`src/rtl/mips_pkg.sv`:
```
// Shared definitions for the multi-cycle MIPS controller: opcodes, ALU classes,
// FSM states, mux-select encodings and the packed control word.
package mips_pkg;

    localparam logic [5:0] OP_RTYPE = 6'h00;
    localparam logic [5:0] OP_J     = 6'h02;
    localparam logic [5:0] OP_JAL   = 6'h03;
    localparam logic [5:0] OP_BEQ   = 6'h04;
    localparam logic [5:0] OP_BNE   = 6'h05;
    localparam logic [5:0] OP_ADDI  = 6'h08;
    localparam logic [5:0] OP_ORI   = 6'h0D;
    localparam logic [5:0] OP_LUI   = 6'h0F;
    localparam logic [5:0] OP_LW    = 6'h23;
    localparam logic [5:0] OP_SW    = 6'h2B;

    localparam logic [2:0] ALU_LUI   = 3'b011;
    localparam logic [2:0] ALU_ADD   = 3'b100;
    localparam logic [2:0] ALU_SUB   = 3'b101;
    localparam logic [2:0] ALU_OR    = 3'b110;
    localparam logic [2:0] ALU_RTYPE = 3'b111;

    localparam logic       SRCA_PC      = 1'b0;
    localparam logic       SRCA_RS      = 1'b1;
    localparam logic [1:0] SRCB_RT      = 2'd0;
    localparam logic [1:0] SRCB_FOUR    = 2'd1;
    localparam logic [1:0] SRCB_IMM     = 2'd2;
    localparam logic [1:0] SRCB_IMM_SH  = 2'd3;
    localparam logic [1:0] PCSRC_ALU    = 2'd0;
    localparam logic [1:0] PCSRC_ALUOUT = 2'd1;
    localparam logic [1:0] PCSRC_JUMP   = 2'd2;
    localparam logic [1:0] RDST_RT      = 2'd0;
    localparam logic [1:0] RDST_RD      = 2'd1;
    localparam logic [1:0] RDST_RA      = 2'd2;

    typedef enum logic [3:0] {
        S_FETCH     = 4'd0,
        S_DECODE    = 4'd1,
        S_R_EXEC    = 4'd2,
        S_R_WB      = 4'd3,
        S_ADDI_EXEC = 4'd4,
        S_ORI_EXEC  = 4'd5,
        S_LUI_EXEC  = 4'd6,
        S_I_WB      = 4'd7,
        S_MEM_ADDR  = 4'd8,
        S_MEM_RD    = 4'd9,
        S_MEM_WB    = 4'd10,
        S_MEM_WR    = 4'd11,
        S_BRANCH    = 4'd12,
        S_JUMP      = 4'd13
    } state_t;

    typedef struct packed {
        logic       pc_write;
        logic       branch_eq;
        logic       branch_ne;
        logic       i_or_d;
        logic       mem_read;
        logic       mem_write;
        logic       ir_write;
        logic       mem_to_reg;
        logic [1:0] reg_dst;
        logic       reg_write;
        logic       alu_src_a;
        logic [1:0] alu_src_b;
        logic [1:0] pc_source;
        logic [2:0] alu_op;
        logic       illegal;
    } ctrl_t;

    function automatic logic is_legal(input logic [5:0] op);
        case (op)
            OP_RTYPE, OP_J, OP_JAL, OP_BEQ, OP_BNE,
            OP_ADDI, OP_ORI, OP_LUI, OP_LW, OP_SW: is_legal = 1'b1;
            default:                               is_legal = 1'b0;
        endcase
    endfunction

endpackage

```
`src/rtl/multicycle_control_if.sv`:
```
// Controller <-> datapath bundle: opcode/mem_ready in, control word out.
// Perf counter signals exist only when MC_CTRL_PERF_EN is defined.
interface multicycle_control_if #(
    parameter int ALU_OP_W = 3,
    parameter int STATE_W  = 4
`ifdef MC_CTRL_PERF_EN
    , parameter int CNT_W  = 32
`endif
);
    logic [5:0]          opcode_i;
    logic                mem_ready_i;
    logic                pc_write_o;
    logic                branch_eq_o;
    logic                branch_ne_o;
    logic                i_or_d_o;
    logic                mem_read_o;
    logic                mem_write_o;
    logic                ir_write_o;
    logic                mem_to_reg_o;
    logic [1:0]          reg_dst_o;
    logic                reg_write_o;
    logic                alu_src_a_o;
    logic [1:0]          alu_src_b_o;
    logic [1:0]          pc_source_o;
    logic [ALU_OP_W-1:0] alu_op_o;
    logic                illegal_o;
    logic [STATE_W-1:0]  state_o;
`ifdef MC_CTRL_PERF_EN
    logic [CNT_W-1:0]    instr_cnt_o;
    logic [CNT_W-1:0]    stall_cnt_o;
`endif

    modport master (
        input  opcode_i, mem_ready_i,
`ifdef MC_CTRL_PERF_EN
        output instr_cnt_o, stall_cnt_o,
`endif
        output pc_write_o, branch_eq_o, branch_ne_o, i_or_d_o, mem_read_o,
               mem_write_o, ir_write_o, mem_to_reg_o, reg_dst_o, reg_write_o,
               alu_src_a_o, alu_src_b_o, pc_source_o, alu_op_o, illegal_o, state_o
    );

    modport slave (
        output opcode_i, mem_ready_i,
`ifdef MC_CTRL_PERF_EN
        input  instr_cnt_o, stall_cnt_o,
`endif
        input  pc_write_o, branch_eq_o, branch_ne_o, i_or_d_o, mem_read_o,
               mem_write_o, ir_write_o, mem_to_reg_o, reg_dst_o, reg_write_o,
               alu_src_a_o, alu_src_b_o, pc_source_o, alu_op_o, illegal_o, state_o
    );
endinterface

```
`src/rtl/multicycle_control_outdec.sv`:
```
// State -> control word decoder (Moore, except FETCH's pc/ir write gated by
// mem_ready and the DECODE-cycle illegal flag taken from the live opcode).
module multicycle_control_outdec
    import mips_pkg::*;
(
    input  state_t     i_state,
    input  logic [5:0] i_opcode,
    input  logic [5:0] i_dec_opcode,
    input  logic       i_mem_ready,
    output ctrl_t      o_ctrl
);
    always_comb begin
        o_ctrl = '0;
        case (i_state)
            S_FETCH: begin
                o_ctrl.mem_read  = 1'b1;
                o_ctrl.alu_src_a = SRCA_PC;
                o_ctrl.alu_src_b = SRCB_FOUR;
                o_ctrl.alu_op    = ALU_ADD;
                o_ctrl.pc_source = PCSRC_ALU;
                o_ctrl.ir_write  = i_mem_ready;
                o_ctrl.pc_write  = i_mem_ready;
            end
            S_DECODE: begin
                o_ctrl.alu_src_a = SRCA_PC;
                o_ctrl.alu_src_b = SRCB_IMM_SH;
                o_ctrl.alu_op    = ALU_ADD;
                o_ctrl.illegal   = ~is_legal(i_dec_opcode);
            end
            S_R_EXEC: begin
                o_ctrl.alu_src_a = SRCA_RS;
                o_ctrl.alu_src_b = SRCB_RT;
                o_ctrl.alu_op    = ALU_RTYPE;
            end
            S_R_WB: begin
                o_ctrl.reg_dst   = RDST_RD;
                o_ctrl.reg_write = 1'b1;
            end
            S_ADDI_EXEC, S_ORI_EXEC, S_LUI_EXEC, S_MEM_ADDR: begin
                o_ctrl.alu_src_a = SRCA_RS;
                o_ctrl.alu_src_b = SRCB_IMM;
                o_ctrl.alu_op    = (i_state == S_ORI_EXEC) ? ALU_OR :
                                   (i_state == S_LUI_EXEC) ? ALU_LUI : ALU_ADD;
            end
            S_I_WB: begin
                o_ctrl.reg_dst   = RDST_RT;
                o_ctrl.reg_write = 1'b1;
            end
            S_MEM_RD: begin
                o_ctrl.mem_read = 1'b1;
                o_ctrl.i_or_d   = 1'b1;
            end
            S_MEM_WB: begin
                o_ctrl.mem_to_reg = 1'b1;
                o_ctrl.reg_dst    = RDST_RT;
                o_ctrl.reg_write  = 1'b1;
            end
            S_MEM_WR: begin
                o_ctrl.mem_write = 1'b1;
                o_ctrl.i_or_d    = 1'b1;
            end
            S_BRANCH: begin
                o_ctrl.alu_src_a = SRCA_RS;
                o_ctrl.alu_src_b = SRCB_RT;
                o_ctrl.alu_op    = ALU_SUB;
                o_ctrl.pc_source = PCSRC_ALUOUT;
                o_ctrl.branch_eq = (i_opcode == OP_BEQ);
                o_ctrl.branch_ne = (i_opcode == OP_BNE);
            end
            S_JUMP: begin
                // JAL links PC (already PC+4) into $ra; mem_to_reg stays 0.
                o_ctrl.pc_source = PCSRC_JUMP;
                o_ctrl.pc_write  = 1'b1;
                o_ctrl.reg_write = (i_opcode == OP_JAL);
                o_ctrl.reg_dst   = (i_opcode == OP_JAL) ? RDST_RA : RDST_RT;
            end
            default: ;
        endcase
    end
endmodule

```
`src/rtl/multicycle_control.sv`:
```
// Multi-cycle MIPS control FSM with shared ALU/memory sequencing.
// Optional performance counters enabled by defining MC_CTRL_PERF_EN.
module multicycle_control
    import mips_pkg::*;
#(
    parameter int ALU_OP_W = 3,
    parameter int STATE_W  = 4
`ifdef MC_CTRL_PERF_EN
    , parameter int CNT_W  = 32
`endif
) (
    input  logic                 clk,
    input  logic                 reset,
    multicycle_control_if.master bus
);
    state_t     r_state;
    state_t     w_next_state;
    logic [5:0] r_opcode;
    ctrl_t      w_ctrl;

    always_ff @(posedge clk or negedge reset) begin
        if (!reset) r_state <= S_FETCH;
        else        r_state <= w_next_state;
    end

    // Opcode is captured once so later IR-field changes cannot steer the instruction.
    always_ff @(posedge clk or negedge reset) begin
        if (!reset)                    r_opcode <= '0;
        else if (r_state == S_DECODE)  r_opcode <= bus.opcode_i;
    end

    always_comb begin
        w_next_state = S_FETCH;
        case (r_state)
            S_FETCH:  w_next_state = bus.mem_ready_i ? S_DECODE : S_FETCH;
            S_DECODE: begin
                case (bus.opcode_i)
                    OP_RTYPE:       w_next_state = S_R_EXEC;
                    OP_LW, OP_SW:   w_next_state = S_MEM_ADDR;
                    OP_ADDI:        w_next_state = S_ADDI_EXEC;
                    OP_ORI:         w_next_state = S_ORI_EXEC;
                    OP_LUI:         w_next_state = S_LUI_EXEC;
                    OP_BEQ, OP_BNE: w_next_state = S_BRANCH;
                    OP_J, OP_JAL:   w_next_state = S_JUMP;
                    default:        w_next_state = S_FETCH;
                endcase
            end
            S_R_EXEC:    w_next_state = S_R_WB;
            S_ADDI_EXEC,
            S_ORI_EXEC,
            S_LUI_EXEC:  w_next_state = S_I_WB;
            S_MEM_ADDR:  w_next_state = (r_opcode == OP_LW) ? S_MEM_RD : S_MEM_WR;
            S_MEM_RD:    w_next_state = bus.mem_ready_i ? S_MEM_WB : S_MEM_RD;
            S_MEM_WR:    w_next_state = bus.mem_ready_i ? S_FETCH : S_MEM_WR;
            default:     w_next_state = S_FETCH;
        endcase
    end

    multicycle_control_outdec u_outdec (
        .i_state      (r_state),
        .i_opcode     (r_opcode),
        .i_dec_opcode (bus.opcode_i),
        .i_mem_ready  (bus.mem_ready_i),
        .o_ctrl       (w_ctrl)
    );

    assign bus.pc_write_o   = w_ctrl.pc_write;
    assign bus.branch_eq_o  = w_ctrl.branch_eq;
    assign bus.branch_ne_o  = w_ctrl.branch_ne;
    assign bus.i_or_d_o     = w_ctrl.i_or_d;
    assign bus.mem_read_o   = w_ctrl.mem_read;
    assign bus.mem_write_o  = w_ctrl.mem_write;
    assign bus.ir_write_o   = w_ctrl.ir_write;
    assign bus.mem_to_reg_o = w_ctrl.mem_to_reg;
    assign bus.reg_dst_o    = w_ctrl.reg_dst;
    assign bus.reg_write_o  = w_ctrl.reg_write;
    assign bus.alu_src_a_o  = w_ctrl.alu_src_a;
    assign bus.alu_src_b_o  = w_ctrl.alu_src_b;
    assign bus.pc_source_o  = w_ctrl.pc_source;
    assign bus.alu_op_o     = ALU_OP_W'(w_ctrl.alu_op);
    assign bus.illegal_o    = w_ctrl.illegal;
    assign bus.state_o      = STATE_W'(r_state);

`ifdef MC_CTRL_PERF_EN
    logic             w_retire;
    logic             w_stall;
    logic [CNT_W-1:0] r_instr_cnt;
    logic [CNT_W-1:0] r_stall_cnt;

    // Retire = entering FETCH from a finishing state; illegal NOPs count too.
    always_comb begin
        w_retire = 1'b0;
        case (r_state)
            S_DECODE:  w_retire = ~is_legal(bus.opcode_i);
            S_R_WB, S_I_WB, S_MEM_WB,
            S_BRANCH, S_JUMP: w_retire = 1'b1;
            S_MEM_WR:  w_retire = bus.mem_ready_i;
            default:   w_retire = 1'b0;
        endcase
    end

    assign w_stall = ~bus.mem_ready_i &&
                     ((r_state == S_FETCH) || (r_state == S_MEM_RD) || (r_state == S_MEM_WR));

    always_ff @(posedge clk or negedge reset) begin
        if (!reset) begin
            r_instr_cnt <= '0;
            r_stall_cnt <= '0;
        end else begin
            if (w_retire) r_instr_cnt <= r_instr_cnt + 1'b1;
            if (w_stall)  r_stall_cnt <= r_stall_cnt + 1'b1;
        end
    end

    assign bus.instr_cnt_o = r_instr_cnt;
    assign bus.stall_cnt_o = r_stall_cnt;
`endif

endmodule

```
`src/flat_wrapper.sv`:
```
// flat-port wrapper written by rule: the top's interface ports become plain ports
module multicycle_control_flat import mips_pkg::*;
#(
    parameter int ALU_OP_W = 3,
    parameter int STATE_W  = 4

)
  (clk, reset, bus_opcode_i, bus_mem_ready_i, bus_pc_write_o, bus_branch_eq_o, bus_branch_ne_o, bus_i_or_d_o, bus_mem_read_o, bus_mem_write_o, bus_ir_write_o, bus_mem_to_reg_o, bus_reg_dst_o, bus_reg_write_o, bus_alu_src_a_o, bus_alu_src_b_o, bus_pc_source_o, bus_alu_op_o, bus_illegal_o, bus_state_o);
  multicycle_control_if #(.ALU_OP_W(ALU_OP_W), .STATE_W(STATE_W)) bus_i ();
  input  logic clk;
  input  logic reset;
  input wire logic [$bits(bus_i.opcode_i)-1:0] bus_opcode_i;
  input wire logic [$bits(bus_i.mem_ready_i)-1:0] bus_mem_ready_i;
  output wire logic [$bits(bus_i.pc_write_o)-1:0] bus_pc_write_o;
  output wire logic [$bits(bus_i.branch_eq_o)-1:0] bus_branch_eq_o;
  output wire logic [$bits(bus_i.branch_ne_o)-1:0] bus_branch_ne_o;
  output wire logic [$bits(bus_i.i_or_d_o)-1:0] bus_i_or_d_o;
  output wire logic [$bits(bus_i.mem_read_o)-1:0] bus_mem_read_o;
  output wire logic [$bits(bus_i.mem_write_o)-1:0] bus_mem_write_o;
  output wire logic [$bits(bus_i.ir_write_o)-1:0] bus_ir_write_o;
  output wire logic [$bits(bus_i.mem_to_reg_o)-1:0] bus_mem_to_reg_o;
  output wire logic [$bits(bus_i.reg_dst_o)-1:0] bus_reg_dst_o;
  output wire logic [$bits(bus_i.reg_write_o)-1:0] bus_reg_write_o;
  output wire logic [$bits(bus_i.alu_src_a_o)-1:0] bus_alu_src_a_o;
  output wire logic [$bits(bus_i.alu_src_b_o)-1:0] bus_alu_src_b_o;
  output wire logic [$bits(bus_i.pc_source_o)-1:0] bus_pc_source_o;
  output wire logic [$bits(bus_i.alu_op_o)-1:0] bus_alu_op_o;
  output wire logic [$bits(bus_i.illegal_o)-1:0] bus_illegal_o;
  output wire logic [$bits(bus_i.state_o)-1:0] bus_state_o;
  assign bus_i.opcode_i = bus_opcode_i;
  assign bus_i.mem_ready_i = bus_mem_ready_i;
  assign bus_pc_write_o = bus_i.pc_write_o;
  assign bus_branch_eq_o = bus_i.branch_eq_o;
  assign bus_branch_ne_o = bus_i.branch_ne_o;
  assign bus_i_or_d_o = bus_i.i_or_d_o;
  assign bus_mem_read_o = bus_i.mem_read_o;
  assign bus_mem_write_o = bus_i.mem_write_o;
  assign bus_ir_write_o = bus_i.ir_write_o;
  assign bus_mem_to_reg_o = bus_i.mem_to_reg_o;
  assign bus_reg_dst_o = bus_i.reg_dst_o;
  assign bus_reg_write_o = bus_i.reg_write_o;
  assign bus_alu_src_a_o = bus_i.alu_src_a_o;
  assign bus_alu_src_b_o = bus_i.alu_src_b_o;
  assign bus_pc_source_o = bus_i.pc_source_o;
  assign bus_alu_op_o = bus_i.alu_op_o;
  assign bus_illegal_o = bus_i.illegal_o;
  assign bus_state_o = bus_i.state_o;
  multicycle_control #(.ALU_OP_W(ALU_OP_W), .STATE_W(STATE_W)) u_core (.clk(clk), .reset(reset), .bus(bus_i));
endmodule
```
`config.mk`:
```
export PLATFORM = sky130hd
export DESIGN_NAME = multicycle_control_flat
export DESIGN_NICKNAME = d
export VERILOG_FILES = /design/src/rtl/mips_pkg.sv /design/src/rtl/multicycle_control_if.sv /design/src/rtl/multicycle_control_outdec.sv /design/src/rtl/multicycle_control.sv /design/src/flat_wrapper.sv
export SDC_FILE = /design/constraint.sdc
export NUM_CORES = 1
export LEC_CHECK = 0
export BUFFER_PORTS_ARGS = -buffer_cell sky130_fd_sc_hd__buf_2
export CAP_MARGIN = 0
export CORE_MARGIN = 2
export CORE_UTILIZATION = 45
export DETAILED_ROUTE_END_ITERATION = 10
export GPL_TIMING_DRIVEN = 0
export PLACE_DENSITY_LB_ADDON = 0.05
export SETUP_SLACK_MARGIN = 0.3
export SLEW_MARGIN = 5
export SYNTH_ARGS = -nofsm -noshare
export SYNTH_HDL_FRONTEND = slang
export SYNTH_SLANG_ARGS = --single-unit
```
`constraint.sdc`:
```
create_clock -name clk -period 1.8 [get_ports clk]
set_input_delay 0.09 -clock clk [delete_from_list [all_inputs] [get_ports clk]]
set_output_delay 0.09 -clock clk [all_outputs]
set_load 0.005 [all_outputs]
```
# ---- Yosys cells after proc, flatten, opt, wreduce, memory -nomap -nowiden
# Index checks and enable logic that the tools add are counted.
dict set report word_totals {
  ff_bits 10
  in_bits 9
}
dict set report op_classes {
  eq_ne 26
  n_mux 23
  bitwise_logic 1
  reduce_logical 13
}
# cell count
set ops {}
lappend ops {{$pmux W4 S7} 2}
lappend ops {{$eq A4 B4 Y1 const B} 6}
lappend ops {{$eq A6 B3 Y1 const B} 4}
lappend ops {{$pmux W3 S4} 2}
lappend ops {{$eq A6 B2 Y1 const B} 3}
lappend ops {{$eq A6 B4 Y1 const B} 3}
lappend ops {{$eq A6 B6 Y1 const B} 3}
lappend ops {{$eq A4 B3 Y1 const B} 4}
lappend ops {{$reduce_or A2 Y1} 8}
lappend ops {{$reduce_or A10 Y1} 1}
lappend ops {{$mux W1} 9}
lappend ops {{$pmux W3 S3} 1}
lappend ops {{$eq A4 B2 Y1 const B} 2}
lappend ops {{$mux W2} 4}
lappend ops {{$logic_not A6 Y1} 1}
lappend ops {{$mux W3} 2}
lappend ops {{$eq A4 B1 Y1 const B} 1}
lappend ops {{$logic_not A4 Y1} 1}
lappend ops {{$mux W4} 1}
lappend ops {{$pmux W2 S2} 1}
lappend ops {{$reduce_or A4 Y1} 1}
lappend ops {{$reduce_or A3 Y1} 1}
lappend ops {{$pmux W1 S2} 1}
lappend ops {{$not A1 Y1} 1}

# ---- Logic depth before layout (Yosys ltp)
# Gate-level depths: netlist of the first run.
dict set report depth {
  depth_word 6
  depth_mapped 5
  ltp_nobuf 3
}

# ---- By module
# Synthesis of the first run repeated with hierarchy kept, for this count alone.
dict set report hier_totals {
  hier_cells 121
  area_unflattened_um2 997.2
}
# module n_inst cells_per_inst area_per_inst_um2
set modules_own_cells {}
lappend modules_own_cells {multicycle_control 1 64 634.4}
lappend modules_own_cells {multicycle_control_outdec 1 57 362.8}

# ---- Worst setup path after synthesis of the first run
# No wires, ideal clock.
dict set report synth_timing {
  path_kind {register -> register}
  start {register u_core.r_state[3] (netlist: u_core.bus.state_o[3])}
  end {register u_core.r_opcode[0]}
  setup_ps 125
  t_arrival_ps 1384
  t_required_ps 1675
  setup_slack_ps 291
  path_stages_with_launch 4
  period_less_slack_ps 1509
  path_cell_list {dfrtp_1 -> buf_6 -> nor4b_4 -> mux2_2}
}
dict set report synth_via {
  elab_chain_len 1
}
# item line
set synth_rtl {}
lappend synth_rtl {{start, declared} multicycle_control.sv:16} ;# state_t r_state;
lappend synth_rtl {{start signal, assigned} multicycle_control.sv:23} ;# else r_state <= w_next_state;
lappend synth_rtl {{$eq A4 B1 Y1} multicycle_control.sv:29} ;# else if (r_state == S_DECODE) r_opcode <= bus.opcode_i;
lappend synth_rtl {{end signal, assigned} multicycle_control.sv:29}
lappend synth_rtl {{end, declared} multicycle_control.sv:18} ;# logic [5:0] r_opcode;
# No other way between the ends.
# A chain may end at the register's enable or synchronous reset.

# ---- Final worst setup path of the first run
dict set report layout_timing {
  start {register u_core.r_state[1] (netlist: u_core.bus.state_o[1])}
  end {output bus_alu_op_o[0]}
}
dict set report layout_via {
  elab_chain_len 4
  word_cells_on_any_way 13
  cone_classes {7 x eq/ne; 3 x mux; 3 x reduce/logical}
}
# item line
set layout_rtl {}
lappend layout_rtl {{$eq A4 B3 Y1} {multicycle_control_outdec.sv:14, multicycle_control_outdec.sv:43}}
lappend layout_rtl {{$mux W3} multicycle_control_outdec.sv:43} ;# (i_state == S_LUI_EXEC) ? ALU_LUI : ALU_ADD;
lappend layout_rtl {{$mux W3} multicycle_control_outdec.sv:42} ;# o_ctrl.alu_op = (i_state == S_ORI_EXEC) ? ALU_OR :
lappend layout_rtl {{$pmux W3 S4 (*)} multicycle_control_outdec.sv:14} ;# case (i_state)
lappend layout_rtl {{end, declared} flat_wrapper.sv:27} ;# output wire logic [$bits(bus_i.alu_op_o)-1:0] bus_alu_op_o;
# Mark *: on every way between the ends. The rest lies on a longest branch, timed or not.

==> impl_results.md, run 1 <==
* P_leak at 0.720 nW
* Area grow syn2layout at 57.3%
* Mapped Nets at 123
* Max-cap violations at 0
* Number of nets in the layout at 178
* Post-Syn Instances at 114
* Peak supply drop at 1280 uV
* Instance count on the critical path at 5
* Pre-antenna DRT Iters at 4
* Register area share after synthesis at 26.5%
* Final max-slew violation count at 0
* Post-synth ARST share at 100%
* Sequential Area at 251 um2
* Syn_area_per_cell at 8.28 um2
* Area of the multi-input gates at 712 um2
* CP max-delay cell: dfrtp_1
* Critical Path RT at 1.71 ns
* Fin util at 75.6%
* Gr usage total at 23.3%
* Delay-heaviest family, CP: simple AND/OR/NAND/NOR gates
* Hold path depth at 2
* CP cell instances: buf_6 -> nand2b_1 -> or2_2 -> a21oi_1 -> buf_2
* R2r startpoint: u_core.bus.state_o[1]
* Post-synth EDFFs at 0
* Synthesized area at 943 um2
* Synthesized flop and latch total at 10
* Reg clk slew, reported paths at 0.07 ns
* Max incr delay on CP at 0.39 ns
* Setup crit end kind: output pin
* DR WL/cell at 14.8 um
* CTS buffer count at 3
* DR vias/cell at 5.59
* Status: complete, no violations
* GRT overflow at 0
* Filler Cell Count at 153
* Die X at 49.8 um
* DRT antenna net count at 0
* RSZ-0062 raised after global routing: true
* Hold Crit Class: input pin to flop
* IO Count at 33
* Layout Skew at 0.00586 ns
* Post-Route WL at 2880 um
* Worst reg-to-reg path cell count at 5
* Top FF cell, synth: dfrtp_1
* Worst Path Max Fanout at 6
* # DRC at 0
* Clk sinks at 10
* Slew @ Worst Pin at 0.371 ns
* Setup CP Type: flop to output pin
* Worst setup SP type: flop
* Flop2flop setup slack at 0.23 ns
* Placement Cell Area at 1140 um2
* Largest net degree at the start of global routing at 11
* Final min period at 1.60 ns
* Hold Fails Final Rpt at 0
* Final Setup Violations at 0
* Worst path arrival time at 1.51 ns
* Hold_sp: bus_opcode_i[4]
* Clock insertion delay at the later pin of the skew report at 0.27 ns
* FP Rows at 16
* Via count at 1,091
* Die area at 2480 um2
* Total Neg Setup Slack at 0 ns
* Slew margin rel. at 75.3%
* Max frequency at 0.625 GHz
* Vias in the first global route at 972
* H-tree levels at 1
* CP bufs+invs at 2
* Core Region at 1960 um2
* Yosys warns at 0
* Initial antenna violation count at 0
* Period utilisation layout at 88.8%
* RePlAce Congestion at 0.892
* CTS Buffer Depth at 2
* FF-to-FF End: u_core.r_opcode[3]
* Hold EP: u_core.r_opcode[4]
* I/O Buffers at 32
* Share of cells above drive strength 1 at 50.6%
* Global-route wire length before repair at 4580 um
* Clk root buf: clkbuf_4
* Initial Utilization at 48.1%
* Pwr Density at 1600 nW/um2
* Post-route cell area at 1480 um2
* Chip height at 49.8 um
* Synth cell types at 42
* 1st-iter DRT viols at 21
* CTS tree: built
* Hpwl dp at 1760 um
* CP startpoint: u_core.bus.state_o[1]
* ANT cells at 0
## metrics by stage
step	hold WS (ns)	instances	power (mW)	worst slack, ns
finish	0.129	195	2.37	0.201
global placement	-0.0445	173	1.52	0.164
floorplan	-0.206	114	1.17	0.291
CTS	0.126	187	2.07	0.198
global route	0.124	195	2.54	0.0940
detailed placement	-0.0370	173	1.53	0.161
## state kept, by name, indices dropped and copies added, names as in the netlist
| signal | cells |
|---|---|
| u_core.r_opcode | 6 |
| u_core.bus.state_o | 4 |
## power by group
group	switching (mW)	internal, mW	leakage [nW]
clock network	0.0792	0.123	0.0210
logic	0.755	0.969	0.578
registers	0.107	0.336	0.121
total	0.941	1.43	0.720
## worst max-delay path by stage
stage,to,slack (ns)
finish,bus_alu_op_o[0],0.20
global route,bus_branch_eq_o,0.09
CTS,bus_branch_eq_o,0.20
detailed placement,u_core.r_opcode[4],0.16
global placement,u_core.r_opcode[1],0.16
floorplan,u_core.r_opcode[0],0.29
## Yosys cell counts, types with 4 or more instances
cell type	number	share of area, %
a21oi_1	6	3.2
clkbuf_1	5	2.0
dfrtp_1	10	27
mux2_2	7	8.4
nand2_1	6	2.4
nand2b_1	7	4.6
nor2_1	9	3.6
nor2b_1	5	3.3
nor3_1	4	2.1
o21ai_0	6	3.2
## cell usage in the layout, fill, tap and decap left out, drive strengths merged, types with 2 or more instances in the layout
cell,count
inv,3
nor2b,5
nor2,9
and4,2
buf,54
nand2,6
and3b,2
dfrtp,10
or2b,2
clkbuf,9
a21oi,6
nand4,3
a32o,2
a21o,2
and3,3
or3b,2
nor3,4
o211ai,3
o21ai,6
mux2,7
xor2,2
nand2b,7
nor4b,2
## cell type report
type,instances,area share (%)
Buffer,10,6.91
Clock buffer,4,2.45
Inverter,3,0.759
Multi-Input combinational cell,91,48.0
Sequential cell,10,16.9
Tap cell,27,2.28
Timing Repair Buffer,50,22.7
## cells by family (layout without fill, tap and decap cells)
family,count (synthesis),in the layout,share of synthesized area (%)
flops,10,10,26.5
xor+xnor,2,2,1.86
buf+inv,13,67,6.37
mux,7,7,8.36
compound gates,26,26,18.3
simple gates,56,56,38.6
## what timing repair did
| item | in CTS | in global routing |
|---|---|---|
| hold endpoints to repair | 10 | 0 |
| setup endpoints to repair | 25 | 24 |
| cloned | 1 | 1 |
| gates resized for setup | 27 | 19 |
| setup buffers | 8 | 7 |
| pin swaps | 5 | 8 |
| hold buffers | 1 | 0 |
## per-layer routing
layer	vias up	track usage, %	share of wire [%]
met5	-	0	0
met1	528	29.8	45
met3	2	5.45	4.1
met4	0	0	0.52
li1	534	-	-
met2	27	42.2	51
Power figures use the tool's default switching activity.
==> run 2, diff against run 1 <==
--- a/config.mk
+++ b/config.mk
@@ -10,7 +10,6 @@
 export CORE_MARGIN = 2
 export CORE_UTILIZATION = 45
 export DETAILED_ROUTE_END_ITERATION = 10
-export GPL_TIMING_DRIVEN = 0
 export PLACE_DENSITY_LB_ADDON = 0.05
 export SETUP_SLACK_MARGIN = 0.3
 export SLEW_MARGIN = 5
==> run 2 against run 1 <==
Fmax up 0.50%. Die area unchanged. Worst setup slack improved by 0.0079 ns. Non-clock buffer count is 4 lower. First-iteration DRC count shrank 48%. Register-to-register slack is essentially flat. Sequential cell count unchanged. Clock power shrank 23%. Worst hold slack got worse by 0.018 ns. Largest power group unchanged.
==> impl_results.md, run 2 (synthesis results as in run 1) <==
* Peak supply drop at 1030 uV (-20%)
* Layout Skew at 0.00102 ns (-0.00483 ns)
* Worst Path Max Fanout at 8 (+2)
* Final min period at 1.59 ns (-0.00791 ns)
* Max incr delay on CP at 0.45 ns (+0.06 ns)
* Clock insertion delay at the later pin of the skew report at 0.27 ns (about the same)
* Clk root buf: clkbuf_4
* Final Setup Violations at 0 (unchanged)
* FP Rows at 16 (unchanged)
* Worst path arrival time at 1.50 ns (about the same)
* CP bufs+invs at 3 (+1)
* Hold EP: u_core.r_opcode[4]
* Max frequency at 0.629 GHz (+0.50%)
* Initial antenna violation count at 0 (unchanged)
* Post-route cell area at 1360 um2 (-8.7%)
* DR WL/cell at 13.6 um (-7.9%)
* Slew @ Worst Pin at 0.259 ns (-0.111 ns)
* Final max-slew violation count at 0 (unchanged)
* R2r startpoint: u_core.bus.state_o[2]
* DRT antenna net count at 0 (unchanged)
* RSZ-0062 raised after global routing: true
* Largest net degree at the start of global routing at 14 (+3)
* Share of cells above drive strength 1 at 49.1% (-1.5 points)
* Delay-heaviest family, CP: flip-flops
* Number of nets in the layout at 174 (-2.2%)
* Initial Utilization at 48.1% (unchanged)
* P_leak at 0.649 nW (-9.8%)
* CTS buffer count at 3 (unchanged)
* CP cell instances: buf_12 -> nor4b_4 -> buf_6 -> o31a_1 -> buf_2
* Worst setup SP type: flop
* Max-cap violations at 0 (unchanged)
* Total Neg Setup Slack at 0 ns (unchanged)
* Setup crit end kind: output pin
* Leading cell types in the layout, fill and taps excluded: buf_2 (33), buf_4 (17), nor2_1 (7), mux2_2 (7)
* CP max-delay cell: dfrtp_2
* CTS tree: built
* ANT cells at 0 (unchanged)
* H-tree levels at 1 (unchanged)
* Status: complete, no violations
* Slew margin rel. at 82.6% (+7.3 points)
* Post-Route WL at 2590 um (-10%)
* RePlAce Congestion at 0.733 (-18%)
* Critical Path RT at 1.71 ns (about the same)
* 1st-iter DRT viols at 11 (-48%)
* Area of the multi-input gates at 664 um2 (-6.7%)
* Filler Cell Count at 160 (+4.6%)
* Core Region at 1960 um2 (unchanged)
* Gr usage total at 20.5% (-2.8 points)
* Flop2flop setup slack at 0.24 ns (about the same)
* Pwr Density at 1530 nW/um2 (-4.3%)
* Die area at 2480 um2 (unchanged)
* Worst reg-to-reg path cell count at 5 (unchanged)
* Chip height at 49.8 um (unchanged)
* Vias in the first global route at 877 (-9.8%)
* Hold path depth at 2 (unchanged)
* Via count at 1,026 (-6.0%)
* FF-to-FF End: u_core.r_opcode[1]
* GRT overflow at 0 (unchanged)
* Hpwl dp at 1750 um (-0.43%)
* Area grow syn2layout at 43.6%
* Hold Crit Class: input pin to flop
* Sequential Area at 255 um2 (+1.5%)
* Clk sinks at 10 (unchanged)
* DR vias/cell at 5.40 (-3.5%)
* Commonest non-fill, non-tap cell in the layout: buf_2
* Setup CP Type: flop to output pin
* CTS Buffer Depth at 2 (unchanged)
* Global-route wire length before repair at 3990 um (-13%)
* I/O Buffers at 32 (unchanged)
* IO Count at 33 (unchanged)
* Reg clk slew, reported paths at 0.06 ns (about the same)
* Hold_sp: bus_opcode_i[4]
* Hold Fails Final Rpt at 0 (unchanged)
* Biggest register: u_core.r_opcode
* Die X at 49.8 um (unchanged)
* Max FFs per register at 6 (unchanged)
* # DRC at 0 (unchanged)
* Period utilisation layout at 88.4% (-0.44 points)
* Pre-antenna DRT Iters at 4 (unchanged)
* Placement Cell Area at 1130 um2 (-0.99%)
run 2: where the power goes:
| part | leakage [nW] | switching [mW] | internal [mW] |
|---|---|---|---|
| clock network | 0.0138 | 0.0783 | 0.0774 |
| logic | 0.519 | 0.612 | 0.818 |
| registers | 0.117 | 0.144 | 0.341 |
| total | 0.649 | 0.834 | 1.24 |
run 2: worst max path at each step:
stage | start | endpoint | slack (ns) | depth (start not counted)
after floorplan | u_core.bus.state_o[3] | u_core.r_opcode[0] | 0.29 | 3
after global placement | u_core.bus.state_o[3] | u_core.r_opcode[3] | 0.30 | 3
after detailed placement | u_core.bus.state_o[3] | u_core.r_opcode[0] | 0.28 | 3
after CTS | u_core.bus.state_o[2] | bus_branch_eq_o | 0.24 | 5
after global routing | u_core.bus.state_o[2] | bus_branch_eq_o | 0.12 | 5
final | u_core.bus.state_o[2] | bus_illegal_o | 0.21 | 5
run 2: stage by stage:
step | power (mW) | hold WS [ns] | instances | setup slack [ns] | util (%)
floorplan | 1.17 | -0.206 | 114 | 0.291 | -
global placement | 1.52 | -0.0443 | 168 | 0.302 | 57.4
finish | 2.07 | 0.112 | 190 | 0.209 | 69.1
detailed placement | 1.54 | -0.0403 | 168 | 0.283 | 57.4
CTS | 1.83 | 0.107 | 180 | 0.236 | 62.9
global route | 2.25 | 0.124 | 190 | 0.117 | 69.1
run 2: layer usage:
layer  global-route usage, %  vias to the layer above  share of wire (%)
met4                    3.70                        0                  0
li1                        -                      518                  -
met3                    4.55                        0                4.2
met1                    26.3                      484                 45
met5                       0                        -                  0
met2                    35.3                       24                 50
run 2: timing repair:
action	CTS	global route
hold buffers	1	0
pin swaps	0	2
setup endpoints to repair	18	13
resized for setup	7	10
setup buffers	8	10
endpoints found under the hold margin	10	0
run 2: worst reg2reg max path, stage by stage (launching register included):
cell	delay, ns
dfrtp_2	0.45
buf_12	0.14
nor4b_4	0.25
buf_6	0.16
buf_4	0.11
mux2_2	0.32
run 2: layout make-up:
type / instances / share of cell area, %
tap: 27 / 2.49
sequential: 10 / 18.8
timing repair buffer: 56 / 27.1
multi-input combinational: 91 / 49.0
clock buffer: 3 / 1.66
inverter: 3 / 0.831
